==> config.mk <==
export PLATFORM = sky130hd
export DESIGN_NAME = k12a_sevenseg_scanner_flat
export DESIGN_NICKNAME = d
export VERILOG_FILES = /design/src/rtl/k12a_sevenseg_scanner_if.sv /design/src/rtl/k12a_sevenseg_scanner.sv /design/src/flat_wrapper.sv
export SDC_FILE = /design/constraint.sdc
export NUM_CORES = 1
export LEC_CHECK = 0
export ABC_AREA = 1
export CORE_ASPECT_RATIO = 1.75
export CORE_UTILIZATION = 25
export DETAILED_ROUTE_END_ITERATION = 10
export GPL_TIMING_DRIVEN = 1
export PLACE_DENSITY = 0.48
export SKIP_CTS_REPAIR_TIMING = 1
export SLEW_MARGIN = 25
export SYNTH_ARGS = -nofsm -noshare
export SYNTH_HDL_FRONTEND = slang
export SYNTH_SLANG_ARGS = --single-unit
==> constraint.sdc <==
create_clock -name clock -period 2.3 [get_ports clock]
set_clock_uncertainty 0.2 [all_clocks]
set_input_delay 0.345 -clock clock [delete_from_list [all_inputs] [get_ports clock]]
set_output_delay 0.345 -clock clock [all_outputs]
set_load 0.02 [all_outputs]
==> src/rtl/k12a_sevenseg_scanner_if.sv <==
// rtl/k12a_sevenseg_scanner_if.sv - display-value load port for the seven-segment scanner
// Carries load_data (4 bits per digit, digit 0 in bits [3:0]) with a valid/ready handshake.
// master: the requester (CPU I/O register block); slave: the scanner.
interface k12a_sevenseg_scanner_if #(
    parameter int NUM_DIGITS = 4
);
    logic [4*NUM_DIGITS-1:0] load_data;
    logic                    load_valid;
    logic                    load_ready;

    modport master (
        output load_data,
        output load_valid,
        input  load_ready
    );

    modport slave (
        input  load_data,
        input  load_valid,
        output load_ready
    );
endinterface

==> src/rtl/k12a_sevenseg_scanner.sv <==
// rtl/k12a_sevenseg_scanner.sv - time-multiplexed hex digit scanner with tear-free display register
// Ports:
//   clock        system clock, rising edge
//   reset        synchronous, active-high
//   load         slave side of the load handshake (load_data / load_valid / load_ready)
//   lz_enable    1 = suppress leading zeros (digit 0 is always shown)
//   digit_value  nibble for the shared decoder, registered
//   digit_enable one-hot digit drive, all-zero = blank, registered
//   frame_start  one-cycle pulse on the first output cycle of slot 0
module k12a_sevenseg_scanner #(
    parameter int NUM_DIGITS = 4,
    parameter int PRESCALE   = 1024,
    parameter int GAP        = 16
) (
    input  logic                      clock,
    input  logic                      reset,
    k12a_sevenseg_scanner_if.slave    load,
    input  logic                      lz_enable,
    output logic [3:0]                digit_value,
    output logic [NUM_DIGITS-1:0]     digit_enable,
    output logic                      frame_start
);
    localparam int CW = (PRESCALE > 1) ? $clog2(PRESCALE) : 1;
    localparam int IW = $clog2(NUM_DIGITS);
    localparam logic [CW-1:0] CNT_MAX = CW'(PRESCALE - 1);
    localparam logic [IW-1:0] IDX_MAX = IW'(NUM_DIGITS - 1);

    typedef enum logic {
        ST_BLANK,
        ST_ON
    } state_t;

    // Slot position 0 is a blank cycle unless there is no gap at all.
    localparam state_t RST_STATE = (GAP > 0) ? ST_BLANK : ST_ON;

    logic [CW-1:0]             count, count_n;
    logic [IW-1:0]             idx, idx_n;
    logic [4*NUM_DIGITS-1:0]   display, staged;
    logic                      pending, pending_n;
    logic                      load_ready_q;
    state_t                    state_q, state_n;
    logic                      slot_end, frame_end, xfer;
    logic                      in_gap_n;
    logic [NUM_DIGITS-1:0]     lz_mask;
    logic [3:0]                nib;
    logic [NUM_DIGITS-1:0]     enable_n;
    logic                      frame_start_n;

    assign load.load_ready = load_ready_q;
    assign xfer            = load.load_valid && load_ready_q;

    // Slot/digit counters
    always_comb begin
        slot_end  = (count == CNT_MAX);
        frame_end = slot_end && (idx == IDX_MAX);
        count_n   = slot_end ? '0 : count + CW'(1);
        idx_n     = idx;
        if (slot_end) begin
            idx_n = (idx == IDX_MAX) ? '0 : idx + IW'(1);
        end
    end

    // Gap membership of the position the counter moves to; with no gap the
    // comparison would be constant, so it is not built at all.
    generate
        if (GAP == 0) begin : g_nogap
            assign in_gap_n = 1'b0;
        end else begin : g_gap
            assign in_gap_n = (count_n < CW'(GAP));
        end
    endgenerate

    // Per-slot FSM next state
    always_comb begin
        state_n = state_q;
        case (state_q)
            ST_BLANK: if (!in_gap_n) state_n = ST_ON;
            ST_ON:    if (in_gap_n)  state_n = ST_BLANK;
            default:  state_n = RST_STATE;
        endcase
    end

    // Digit i (i>0) is a leading zero when it and every digit above it are 0.
    always_comb begin
        lz_mask = '0;
        for (int i = 1; i < NUM_DIGITS; i++) begin
            lz_mask[i] = ((display >> (4 * i)) == '0);
        end
    end

    // Output values for the current position, registered below. A suppressed
    // digit is zero by definition, so the nibble is passed through unchanged.
    always_comb begin
        nib           = display[{idx, 2'b00} +: 4];
        enable_n      = '0;
        frame_start_n = (idx == '0) && (count == '0);
        if (state_q == ST_ON && !(lz_enable && lz_mask[idx])) begin
            enable_n = NUM_DIGITS'(1) << idx;
        end
    end

    // A transfer can only occur with pending clear, so it never collides with
    // the display update; a transfer on a boundary waits for the next one.
    always_comb begin
        pending_n = pending;
        if (frame_end) pending_n = 1'b0;
        if (xfer)      pending_n = 1'b1;
    end

    always_ff @(posedge clock) begin
        if (reset) begin
            count        <= '0;
            idx          <= '0;
            state_q      <= RST_STATE;
            display      <= '0;
            staged       <= '0;
            pending      <= 1'b0;
            load_ready_q <= 1'b0;
            digit_enable <= '0;
            digit_value  <= '0;
            frame_start  <= 1'b0;
        end else begin
            count        <= count_n;
            idx          <= idx_n;
            state_q      <= state_n;
            pending      <= pending_n;
            load_ready_q <= !pending_n;
            digit_enable <= enable_n;
            digit_value  <= nib;
            frame_start  <= frame_start_n;
            if (xfer) begin
                staged <= load.load_data;
            end
            if (frame_end && pending) begin
                display <= staged;
            end
        end
    end
endmodule
==> src/flat_wrapper.sv <==
// flat-port wrapper written by rule: the top's interface ports become plain ports
module k12a_sevenseg_scanner_flat 
#(
    parameter int NUM_DIGITS = 4,
    parameter int PRESCALE   = 1024,
    parameter int GAP        = 16
)
  (clock, reset, lz_enable, digit_value, digit_enable, frame_start, load_load_data, load_load_valid, load_load_ready);
  k12a_sevenseg_scanner_if #(.NUM_DIGITS(NUM_DIGITS)) load_i ();
  input  logic clock;
  input  logic reset;
  input  logic lz_enable;
  output logic [3:0] digit_value;
  output logic [NUM_DIGITS-1:0] digit_enable;
  output logic frame_start;
  input wire logic [$bits(load_i.load_data)-1:0] load_load_data;
  input wire logic [$bits(load_i.load_valid)-1:0] load_load_valid;
  output wire logic [$bits(load_i.load_ready)-1:0] load_load_ready;
  assign load_i.load_data = load_load_data;
  assign load_i.load_valid = load_load_valid;
  assign load_load_ready = load_i.load_ready;
  k12a_sevenseg_scanner #(.NUM_DIGITS(NUM_DIGITS), .PRESCALE(PRESCALE), .GAP(GAP)) u_core (.clock(clock), .reset(reset), .load(load_i), .lz_enable(lz_enable), .digit_value(digit_value), .digit_enable(digit_enable), .frame_start(frame_start));
endmodule
==> results.json <==
{
  "synth_top_area_share_pct": 47.8,
  "io_buffer_count": 29,
  "place_congestion": 0.811,
  "fmax_mhz": 525,
  "avgSynthCellArea_um2": 7.55,
  "path_cells": "ha_1, nand2_2, nor2_4, nand4_4, nor2_4, o21ai_1, and2_1",
  "p_int_uw": 1500,
  "r2r_cells": 7,
  "fin_crit_ns": 1.91,
  "clkPwrFrac_pct": 40.0,
  "cts_num_sinks": 56,
  "tightest_slew_ns": 0.357,
  "grt_antenna_before_repair": 0,
  "netlist_area_mm2": 0.00235,
  "final_util_pct": 32.2,
  "rows": 46,
  "power_density_mw_per_mm2": 657,
  "critPathTopFamily": "simple AND/OR/NAND/NOR gates",
  "holdPathEnd": "u_core.staged[0]",
  "path_max_fanout": 17,
  "fillers": 1045,
  "critical_path.max_stage_delay_ns": 0.38,
  "yosysWarnings": 0,
  "die-area_mm2": 0.00980,
  "io_pins": 30,
  "wl_per_cell_um": 11.0,
  "finalWirelength_mm": 5.12,
  "critPathLaunchType": "register",
  "die_height_um": 130,
  "path_buf_inv": 0,
  "drive_gt1_share_pct": 6.40,
  "cts_max_path_buffers": 2,
  "ir_worst_vdd_mv": 0.339,
  "reg2reg_to": "u_core.pending",
  "dr.pass1.iters": 4,
  "grt_max_degree": 37,
  "cts-buffers-inserted": 5,
  "seq_area_frac_synth_pct": 47.8,
  "crit_arrival_ns": 1.89,
  "drc_errors": 0,
  "synth_nets": 335,
  "regToRegSetupSlack_ns": 0.39,
  "crit_required_ns": 2.29,
  "detail-route-antenna-nets": 0,
  "final_common_cell": "nor2_1",
  "worstHoldStart": "u_core.staged[0]",
  "design.core.area_mm2": 0.00909,
  "finalCritPeriodShare_pct": 82.9,
  "status": "finished, final reports clean",
  "cap_violations": 0,
  "ys_types": 29,
  "p_leak_uw": 0.00115,
  "finalSetupViolations": 0,
  "grt_pass1_wl_mm": 8.67,
  "pwr-share-seq_pct": 52.6,
  "grt_use_total_pct": 11.7,
  "slew_violations": 0,
  "hpwlAfterDp_mm": 4.02,
  "antenna_cells": 0,
  "setup_tns_ns": 0,
  "final_hold_viol_count": 0,
  "synth_ff_type": "dfxtp_1",
  "hold_path_depth": 2,
  "hp-class": "register to register",
  "fin_nets": 367,
  "clkTransAtPathRegs_ns": 0.07,
  "viasPerCell": 4.24,
  "start_util_pct": 25.8,
  "relSlewSlack_pct": 76.2,
  "cts_tree": "yes",
  "path_class": "register to register",
  "cpMostUsedCell": "nor2_4",
  "worstReg2RegStart": "u_core.count[0]",
  "postSynthRegisterBits": 56,
  "root_buffer": "clkbuf_16",
  "area_growth_syn_to_layout_pct": 24.6,
  "synth_area_leader_cell": "dfxtp_1",
  "h-tree-depth": 2,
  "cp_slowest_cell": "dfxtp_1",
  "grt_pass1_vias": 1937,
  "synth_async_sr_flop_share_pct": 0,
  "overflow": 0,
  "synthTopCellsByArea": "dfxtp_1 (48%), nor2_1 (12%), nand2_1 (7.2%), inv_1 (4.5%), o21ai_0 (4.5%)",
  "p_sw_uw": 419,
  "switching_share_pct": 21.8,
  "drt_iter0_drc": 53,
  "clk-insertion-delay-late_ns": 0.29,
  "mostFrequentLayoutCells": "nor2_1 (75), dfxtp_1 (56), nand2_1 (45)",
  "rsz0062_at_grt": "false",
  "die_x_um": 75.2,
  "synth-edff-count": 0,
  "end_kind": "register",
  "vias": 1969,
  "combPwrFrac_pct": 7.3,
  "syn_inst": 311
}
flip-flops by register name, indices dropped and copies added (netlist names):
signal                  count
u_core.idx                  2
u_core.digit_value          4
u_core.pending              1
u_core.frame_start          1
u_core.load.load_ready      1
u_core.count               10
u_core.state_q              1
u_core.display             16
u_core.staged              16
u_core.digit_enable         4
tightest hold or removal path, stage by stage (launching register included):
cell and delay [ns]:
dfxtp_1 0.30, inv_1 0.06, a21oi_1 0.05
metrics by stage:
stage          hold slack, ns  cell area (µm²)  cells  worst slack, ns  power [µW]
2_1_floorplan           0.230             2350    311            0.575        1120
4_1_cts                 0.260             2920    464            0.380        1950
6_report                0.257             2920    464            0.394        1920
3_3_place_gp            0.244             2770    456            0.450        1180
3_5_place_dp            0.250             2770    456            0.394        1180
5_1_grt                 0.276             2920    464            0.196        2010
power groups by stage:
stage | clock network [µW] | logic (µW) | registers [µW]
6_report | 769 | 141 | 1010
5_1_grt | 828 | 162 | 1010
4_1_cts | 796 | 145 | 1010
3_5_place_dp | 0 | 145 | 1030
3_3_place_gp | 0 | 144 | 1030
2_1_floorplan | 0 | 80.3 | 1040
worst max-delay path by stage:
| stage | from | cells past startpoint | to | slack [ns] |
|---|---|---|---|---|
| 6_report | u_core.count[0] | 7 | u_core.pending | 0.39 |
| 5_1_grt | u_core.count[0] | 8 | u_core.display[4] | 0.20 |
| 4_1_cts | u_core.count[1] | 7 | u_core.pending | 0.38 |
| 3_5_place_dp | u_core.count[0] | 7 | u_core.pending | 0.39 |
| 3_3_place_gp | u_core.count[0] | 8 | u_core.display[4] | 0.45 |
| 2_1_floorplan | u_core.count[0] | 9 | u_core.display[12] | 0.58 |
synthesized netlist by cell type (3+ instances only):
master,count
dfxtp_1,56
o21ai_0,21
ha_1,4
nand3_1,18
nand2_1,45
clkbuf_1,7
a21oi_1,16
a22oi_1,4
clkinv_1,3
inv_1,28
nand3b_1,9
nor3_1,3
o211ai_1,3
nor2_1,75
logic make-up after synthesis:
group / synth area share, %
flip-flops: 47.8
buffers and inverters: 7.94
adder cells (fa/ha/maj): 2.13
XOR/XNOR: 0.746
AND/OR/NAND/NOR: 30.8
AO/OA/AOI/OAI: 10.7
layer usage:
layer	GRT usage [%]	share of wire, %	vias up
met5	0	0	-
met4	5.12	2.4	0
met3	2.39	3.4	8
met2	22.4	55	35
met1	11.6	39	875
li1	-	-	1051
cell type report:
class                           count  area, µm²  share of cell area (%)
Clock inverter                      1       7.51                   0.257
Inverter                           32        120                    4.11
Tap cell                          120        150                    5.13
Timing Repair Buffer               36        343                    11.7
Multi-Input combinational cell    212       1040                    35.6
Sequential cell                    56       1120                    38.3
Clock buffer                        7        143                    4.88
No activity file was read; power rests on OpenSTA's default activity.
